==> src/rtl/decode_pkg.sv <==
// Shared definitions for the instruction decode stage: opcode values,
// instruction-format encoding and the packed decoded-field bundle.
package decode_pkg;

    localparam int ILEN = 32;

    localparam logic [6:0] OPC_OP       = 7'b0110011;
    localparam logic [6:0] OPC_OP_IMM   = 7'b0010011;
    localparam logic [6:0] OPC_LOAD     = 7'b0000011;
    localparam logic [6:0] OPC_JALR     = 7'b1100111;
    localparam logic [6:0] OPC_SYSTEM   = 7'b1110011;
    localparam logic [6:0] OPC_MISC_MEM = 7'b0001111;
    localparam logic [6:0] OPC_STORE    = 7'b0100011;
    localparam logic [6:0] OPC_BRANCH   = 7'b1100011;
    localparam logic [6:0] OPC_LUI      = 7'b0110111;
    localparam logic [6:0] OPC_AUIPC    = 7'b0010111;
    localparam logic [6:0] OPC_JAL      = 7'b1101111;

    typedef enum logic [2:0] {
        FMT_R    = 3'd0,
        FMT_I    = 3'd1,
        FMT_S    = 3'd2,
        FMT_B    = 3'd3,
        FMT_U    = 3'd4,
        FMT_J    = 3'd5,
        FMT_NONE = 3'd7
    } fmt_e;

    typedef struct packed {
        logic [6:0] funct7;
        logic [4:0] rs2;
        logic [4:0] rs1;
        logic [2:0] funct3;
        logic [4:0] rd;
        logic [6:0] opcode;
        fmt_e       fmt;
        logic       illegal;
    } fields_t;

    localparam int FIELDS_W = $bits(fields_t);

    // Opcode to format lookup. The opcode includes instr[1:0], so any
    // compressed-space encoding (low bits != 2'b11) falls into FMT_NONE.
    function automatic fmt_e fmt_of(input logic [6:0] opcode);
        fmt_e f;
        case (opcode)
            OPC_OP:                                                  f = FMT_R;
            OPC_OP_IMM, OPC_LOAD, OPC_JALR, OPC_SYSTEM, OPC_MISC_MEM: f = FMT_I;
            OPC_STORE:                                               f = FMT_S;
            OPC_BRANCH:                                              f = FMT_B;
            OPC_LUI, OPC_AUIPC:                                      f = FMT_U;
            OPC_JAL:                                                 f = FMT_J;
            default:                                                 f = FMT_NONE;
        endcase
        return f;
    endfunction

endpackage

==> src/rtl/instr_field_decode.sv <==
// Purely combinational RV32I field splitter: instruction word to
// register/function fields, format code, illegal flag and sign-extended
// immediate (zero for R-format and illegal encodings).
module instr_field_decode
    import decode_pkg::*;
#(
    parameter int XLEN = 32
) (
    input  logic [ILEN-1:0] instr,
    output fields_t         fields,
    output logic [XLEN-1:0] imm
);

    fmt_e        fmt_s;
    logic [31:0] imm32_s;

    // Classify the instruction by its opcode.
    always_comb begin
        fmt_s = fmt_of(instr[6:0]);
    end

    // Reassemble the immediate from its per-format bit scatter.
    always_comb begin
        imm32_s = 32'h0000_0000;
        case (fmt_s)
            FMT_I:   imm32_s = {{20{instr[31]}}, instr[31:20]};
            FMT_S:   imm32_s = {{20{instr[31]}}, instr[31:25], instr[11:7]};
            FMT_B:   imm32_s = {{19{instr[31]}}, instr[31], instr[7], instr[30:25], instr[11:8], 1'b0};
            FMT_U:   imm32_s = {instr[31:12], 12'h000};
            FMT_J:   imm32_s = {{11{instr[31]}}, instr[31], instr[19:12], instr[20], instr[30:21], 1'b0};
            default: imm32_s = 32'h0000_0000;
        endcase
    end

    // Split the raw fields; they are reported even for illegal encodings.
    always_comb begin
        fields         = '0;
        fields.funct7  = instr[31:25];
        fields.rs2     = instr[24:20];
        fields.rs1     = instr[19:15];
        fields.funct3  = instr[14:12];
        fields.rd      = instr[11:7];
        fields.opcode  = instr[6:0];
        fields.fmt     = fmt_s;
        fields.illegal = (fmt_s == FMT_NONE);
    end

    // Sign-extend the 32-bit immediate to the configured data width.
    assign imm = XLEN'($signed(imm32_s));

endmodule

==> src/rtl/instr_decode_stage.sv <==
// Registered RISC-V decode stage with a 2-entry skid buffer (main + skid)
// so the input side sustains one instruction per cycle under backpressure.
// Optional feature: define DECODE_STATS_EN to add the stat_decoded and
// stat_illegal delivery counters.
module instr_decode_stage
    import decode_pkg::*;
#(
    parameter int XLEN = 32,
    parameter int PC_W = 32
) (
    input  logic            clk,
    input  logic            rst_n,
    input  logic            flush,
    input  logic            in_valid,
    output logic            in_ready,
    input  logic [31:0]     in_instr,
    input  logic [PC_W-1:0] in_pc,
    output logic            out_valid,
    input  logic            out_ready,
    output logic [PC_W-1:0] out_pc,
    output logic [6:0]      out_opcode,
    output logic [4:0]      out_rd,
    output logic [2:0]      out_funct3,
    output logic [4:0]      out_rs1,
    output logic [4:0]      out_rs2,
    output logic [6:0]      out_funct7,
    output logic [XLEN-1:0] out_imm,
    output logic [2:0]      out_fmt,
    output logic            out_illegal
`ifdef DECODE_STATS_EN
    ,
    output logic [31:0]     stat_decoded,
    output logic [31:0]     stat_illegal
`endif
);

    typedef enum logic [1:0] {
        ST_EMPTY = 2'd0,
        ST_ONE   = 2'd1,
        ST_FULL  = 2'd2
    } state_e;

    state_e          state_r;
    logic            out_valid_r;
    logic            in_ready_r;
    fields_t         main_fields_r;
    logic [XLEN-1:0] main_imm_r;
    logic [PC_W-1:0] main_pc_r;
    fields_t         skid_fields_r;
    logic [XLEN-1:0] skid_imm_r;
    logic [PC_W-1:0] skid_pc_r;

    fields_t         dec_fields_s;
    logic [XLEN-1:0] dec_imm_s;
    logic            in_fire_s;
    logic            out_fire_s;

    instr_field_decode #(
        .XLEN (XLEN)
    ) u_decode (
        .instr  (in_instr),
        .fields (dec_fields_s),
        .imm    (dec_imm_s)
    );

    assign in_fire_s  = in_valid & in_ready_r;
    assign out_fire_s = out_valid_r & out_ready;

    // Occupancy FSM: main register feeds the outputs, skid catches the one
    // extra bundle accepted while the output is stalled. Flush wins over
    // any transfer in the same cycle.
    always_ff @(posedge clk or negedge rst_n) begin
        if (!rst_n) begin
            state_r       <= ST_EMPTY;
            out_valid_r   <= 1'b0;
            in_ready_r    <= 1'b1;
            main_fields_r <= '0;
            main_imm_r    <= '0;
            main_pc_r     <= '0;
            skid_fields_r <= '0;
            skid_imm_r    <= '0;
            skid_pc_r     <= '0;
        end else if (flush) begin
            state_r     <= ST_EMPTY;
            out_valid_r <= 1'b0;
            in_ready_r  <= 1'b1;
        end else begin
            case (state_r)
                ST_EMPTY: begin
                    if (in_fire_s) begin
                        main_fields_r <= dec_fields_s;
                        main_imm_r    <= dec_imm_s;
                        main_pc_r     <= in_pc;
                        out_valid_r   <= 1'b1;
                        state_r       <= ST_ONE;
                    end
                end
                ST_ONE: begin
                    if (in_fire_s && !out_fire_s) begin
                        skid_fields_r <= dec_fields_s;
                        skid_imm_r    <= dec_imm_s;
                        skid_pc_r     <= in_pc;
                        in_ready_r    <= 1'b0;
                        state_r       <= ST_FULL;
                    end else if (!in_fire_s && out_fire_s) begin
                        out_valid_r   <= 1'b0;
                        state_r       <= ST_EMPTY;
                    end else if (in_fire_s && out_fire_s) begin
                        main_fields_r <= dec_fields_s;
                        main_imm_r    <= dec_imm_s;
                        main_pc_r     <= in_pc;
                    end
                end
                ST_FULL: begin
                    if (out_fire_s) begin
                        main_fields_r <= skid_fields_r;
                        main_imm_r    <= skid_imm_r;
                        main_pc_r     <= skid_pc_r;
                        in_ready_r    <= 1'b1;
                        state_r       <= ST_ONE;
                    end
                end
                default: begin
                    state_r     <= ST_EMPTY;
                    out_valid_r <= 1'b0;
                    in_ready_r  <= 1'b1;
                end
            endcase
        end
    end

    assign in_ready    = in_ready_r;
    assign out_valid   = out_valid_r;
    assign out_pc      = main_pc_r;
    assign out_opcode  = main_fields_r.opcode;
    assign out_rd      = main_fields_r.rd;
    assign out_funct3  = main_fields_r.funct3;
    assign out_rs1     = main_fields_r.rs1;
    assign out_rs2     = main_fields_r.rs2;
    assign out_funct7  = main_fields_r.funct7;
    assign out_imm     = main_imm_r;
    assign out_fmt     = main_fields_r.fmt;
    assign out_illegal = main_fields_r.illegal;

`ifdef DECODE_STATS_EN
    logic [31:0] stat_decoded_r;
    logic [31:0] stat_illegal_r;

    // Delivery counters: count every output handshake, including one that
    // coincides with a flush; they wrap naturally and ignore flush.
    always_ff @(posedge clk or negedge rst_n) begin
        if (!rst_n) begin
            stat_decoded_r <= 32'd0;
            stat_illegal_r <= 32'd0;
        end else if (out_fire_s) begin
            stat_decoded_r <= stat_decoded_r + 32'd1;
            if (main_fields_r.illegal) begin
                stat_illegal_r <= stat_illegal_r + 32'd1;
            end
        end
    end

    assign stat_decoded = stat_decoded_r;
    assign stat_illegal = stat_illegal_r;
`endif

endmodule

==> config.mk <==
export PLATFORM = sky130hd
export DESIGN_NAME = instr_decode_stage
export DESIGN_NICKNAME = d
export VERILOG_FILES = /design/src/rtl/decode_pkg.sv /design/src/rtl/instr_field_decode.sv /design/src/rtl/instr_decode_stage.sv
export SDC_FILE = /design/constraint.sdc
export NUM_CORES = 1
export LEC_CHECK = 0
export ABC_AREA = 1
export BUFFER_PORTS_ARGS = -buffer_cell sky130_fd_sc_hd__buf_2
export CELL_PAD_IN_SITES_DETAIL_PLACEMENT = 1
export CELL_PAD_IN_SITES_GLOBAL_PLACEMENT = 1
export CORE_UTILIZATION = 35
export CTS_BUF_LIST = sky130_fd_sc_hd__clkbuf_8 sky130_fd_sc_hd__clkbuf_16
export CTS_CLUSTER_DIAMETER = 100
export DETAILED_ROUTE_END_ITERATION = 6
export GPL_TIMING_DRIVEN = 0
export PLACE_DENSITY = 0.77
export SETUP_SLACK_MARGIN = 0.5
export SKIP_LAST_GASP = 1
export SLEW_MARGIN = 20
export SYNTH_ARGS = -nofsm -noshare
export SYNTH_HDL_FRONTEND = slang
export SYNTH_SLANG_ARGS = --single-unit
export TNS_END_PERCENT = 5
==> constraint.sdc <==
create_clock -name clk -period 2.81 [get_ports clk]
set_input_delay 0.281 -clock clk [delete_from_list [all_inputs] [get_ports clk]]
set_output_delay 0.281 -clock clk [all_outputs]
set_load 0.05 [all_outputs]
==> impl_results.rst <==
.. list-table::
   :header-rows: 1

   * - Metric
     - Value
   * - Fin util
     - 44.44%
   * - Launch instance of the worst register-to-register path
     - state_r[0]
   * - IO Count
     - 171
   * - Cells along the critical path
     - inv_1 > nand2_1 > inv_2 > o21ai_1 > nand2_1 > buf_2 > clkbuf_1 > nand2_1 > nand2_1
   * - Number of nets with antenna violations after routing
     - 0
   * - R2R setup slack
     - 0.74 ns
   * - Portion of total power attributed to sequential cells
     - 35.9%
   * - YS warnings
     - 0
   * - Hold-critical path depth
     - 3
   * - Data arrival time at the worst-slack endpoint
     - 2.50 ns
   * - Status
     - complete, but fails checks
   * - Effective utilization at floorplan
     - 35.96%
   * - Mapped Nets
     - 1,280
   * - Power Dens Cells
     - 1133 nW/um^2
   * - Violations in the final reports
     - design-rule violations
   * - Clock period minus worst slack
     - 2.066 ns
   * - Capture point of the worst reg-to-reg path
     - out_illegal
   * - Total length of routed wires
     - 30,720 um
   * - Global-route track usage on met2
     - 37.57%
   * - Startpoint-to-endpoint class of the critical path
     - register to register
   * - Routability cong.
     - 0.8088
   * - Worst path slowest cell
     - clkbuf_1
   * - Setup repair after global routing missed its margin
     - false
   * - Fraction of power spent switching nets
     - 43.90%
   * - Power dissipated by switching net loads
     - 5795 uW
   * - Cell total after placement
     - 1,718
   * - Fmax
     - 0.4841 GHz
   * - Dominant cell type by count on the critical path
     - nand2_1
   * - Post-layout nets
     - 1,483
   * - Crit share post-route
     - 73.51%
   * - CTS Root Cell
     - clkbuf_16
   * - Largest stage delay, worst path
     - 0.50 ns
   * - Layout overhead on the synthesized area
     - 23.58%
   * - Die X
     - 166.1 um
   * - Peak supply drop
     - 0.4348 mV
   * - Levels on crit path
     - 9
   * - Number of CTS-inserted buffers
     - 24
   * - Transition time at the pin with the least slew margin
     - 0.6601 ns
   * - Quantity of I/O buffers inserted on ports
     - 170
   * - Hold violation total from the final report
     - 0
   * - Synthesized instance count
     - 1,211
   * - Non-filler cells, final
     - 1,763
   * - CTS tree
     - done
   * - Number of violations reported at the end of detailed-routing iteration 0
     - 551
   * - H-Tree Level Count
     - 1
   * - Final setup viols
     - 0
   * - Wire per inst
     - 17.43 um
   * - Combinational share of power
     - 39.2%
   * - Overall power consumption
     - 13,200 uW
   * - Area of placed instances
     - 10,760 um^2
   * - Commonest non-fill, non-tap cell in the layout
     - nand2_1
   * - Count of different cell masters after synthesis
     - 24
   * - Commonest non-fill, non-tap cells in the layout
     - nand2_1 (425), dfrtp_1 (203), buf_2 (195)
   * - Number of cell rows
     - 59
   * - Number of remaining DRC errors
     - 14
   * - TritonCTS Sinks
     - 204
   * - Synthesized area divided by synthesized cell count
     - 7.782 um^2
   * - Standby leakage power
     - 0.006435 uW
   * - Tot GR Track Use
     - 22.66%
   * - Final Max Slew Viols
     - 0
   * - CP Buf/Inv Count
     - 4
   * - Initial antenna violation count
     - 3
   * - Worst slew slack as a fraction of its limit
     - 56.00%
   * - GR met1 Demand/Resource
     - 30.68%
   * - Startpoint Class
     - register
   * - Internal
     - 7404 uW
   * - CP endpoint
     - out_illegal
   * - Sequential-to-total area share from yosys stat
     - 54.18%
   * - Vertical die dimension
     - 166.1 um
   * - Maximum number of pins on one net before global-route repair
     - 75
   * - Setup Buffers After CTS
     - 0
   * - Required time worst endpoint
     - 3.25 ns
   * - Clock transition time at the flip-flop clock pins of the worst setup and hold paths
     - 0.06 ns
   * - Area of all placed cells without fillers
     - 11,650 um^2
   * - Largest driver fanout on the critical path
     - 10
   * - Register bit count reported by yosys
     - 204
   * - Endpoint kind of the worst setup timing path
     - register
   * - Number of cells on the worst reg-to-reg path
     - 9
   * - Power share of the clock group
     - 24.9%
   * - Area enclosed by the die boundary
     - 27,590 um^2
   * - Total core area
     - 26,210 um^2
   * - Clock latency of the later-clocked register in the worst-skew pair
     - 0.52 ns
   * - Cell area after synthesis
     - 9424 um^2
   * - Total via count in the routed design
     - 8,733
   * - Congestion Overflow GR
     - 0
   * - Worst path top cell family by delay
     - buffers and inverters
   * - Layout cell share with drive strength beyond 1
     - 18.00%
   * - Number of max-cap violations
     - 0
   * - Drt via density
     - 4.953
   * - Worst hold path class
     - primary input to register
   * - Detailed placer's ending HPWL
     - 22,450 um
   * - First-pass iteration count of the detailed router
     - 6
   * - Start point of the critical path
     - state_r[0]
   * - Gr busiest metal
     - met2
   * - Maximum buffer depth of the clock tree
     - 3
   * - Inserted Diodes
     - 0
   * - Setup Skew
     - 0.01528 ns
   * - Wire length of the first global-routing pass
     - 50,040 um
   * - Vias in the first global route
     - 9,208
   * - Final hold slack
     - 0.01490 ns
   * - Global routing met3 resource utilization
     - 3.599%
## timing repair
action                    CTS  global route
resized for setup           0             0
hold endpoints to repair   71             0
hold buffers                5             0
## cells in the mapped netlist
cell type  count  area [um^2]
nor2_2         1        6.260
clkbuf_1      46        172.7
dfrtp_1      203         5080
buf_2         26        130.1
or2_2          1        6.260
a31oi_1        4        25.02
nand2_2        3        18.77
nor3_1         1        5.000
nor3_2         7        70.07
inv_1         93        349.1
o21ai_1       21        105.1
dfstp_2        1        26.28
buf_4          4        30.03
nand3_1       72        360.4
o21ai_0      183        915.9
o31ai_1        6        45.04
nand4_1        1        6.260
inv_2          2        7.510
nand3_2        1        10.01
nor2_1        77        289.0
nor2_4         1        11.26
nand2_1      425         1595
buf_1          1        3.750
a21oi_1       31        155.2
## worst register-to-register path, delay by kind of cell (launching register included)
| kind | cells | cell delay, ns |
|---|---|---|
| AO/OA/AOI/OAI | 1 | 0.08 |
| buffers and inverters | 4 | 1.10 |
| flip-flops | 1 | 0.38 |
| AND/OR/NAND/NOR | 4 | 0.43 |
## layout make-up
type | instances | area (um^2)
Sequential cell | 204 | 5106
Tap cell | 335 | 419.2
Clock buffer | 32 | 721.9
Multi-Input combinational cell | 835 | 3625
Fill cell | 3254 | 14560
Inverter | 95 | 356.6
Clock inverter | 8 | 115.1
Buffer | 77 | 336.6
Timing Repair Buffer | 177 | 965.9
## power groups by stage
stage	clock network, uW	logic [uW]	registers (uW)
after floorplan	0	1580	6840
after global placement	0	5040	4730
after detailed placement	0	5180	4780
after CTS	3350	5230	4750
after global routing	3460	5620	4890
final	3280	5170	4740
## worst min-delay path by stage
| stage | startpoint | endpoint | slack (ns) |
|---|---|---|---|
| final | in_pc[19] | skid_pc_r[19] | 0.01 |
| after global routing | in_pc[19] | skid_pc_r[19] | 0.01 |
| after CTS | in_pc[28] | skid_pc_r[28] | 0.001 |
| after detailed placement | rst_n | skid_imm_r[16] | 0.28 |
| after global placement | out_imm[15] | out_imm[15] | 0.46 |
| after floorplan | rst_n | out_fmt[0] | -0.01 |
## stage by stage
stage / TNS (ns) / worst slack (ns)
after floorplan: 0 / 1.086
after global placement: -448.86 / -2.230
after detailed placement: 0 / 0.7686
after CTS: 0 / 0.7080
after global routing: 0 / 0.5617
final: 0 / 0.7443
## registers in the layout, indices dropped and copies added, names as in the netlist, 2 cells and up
signal	flops
out_fmt	3
out_funct3	3
out_funct7	7
out_imm	32
out_opcode	7
out_pc	32
out_rd	5
out_rs1	5
out_rs2	5
skid_fields_r	36
skid_imm_r	32
skid_pc_r	32
state_r	2
## layer usage
metal  share of wire, %  up-vias  routed length, um
li1                   -     4244                  -
met1                 46     4266              14140
met2                 47      171              14410
met3                4.8       46               1473
met4                2.2        6                669
met5               0.12        -                 37
## cells by family (layout without fill, tap and decap cells)
kind of cell    after synthesis  in the layout  share of synthesized area (%)
flops                       204            204                          54.18
simple gates                590            590                          25.24
buf+inv                     172            389                          7.355
compound gates              245            245                          13.22
Power figures use the tool's default switching activity.
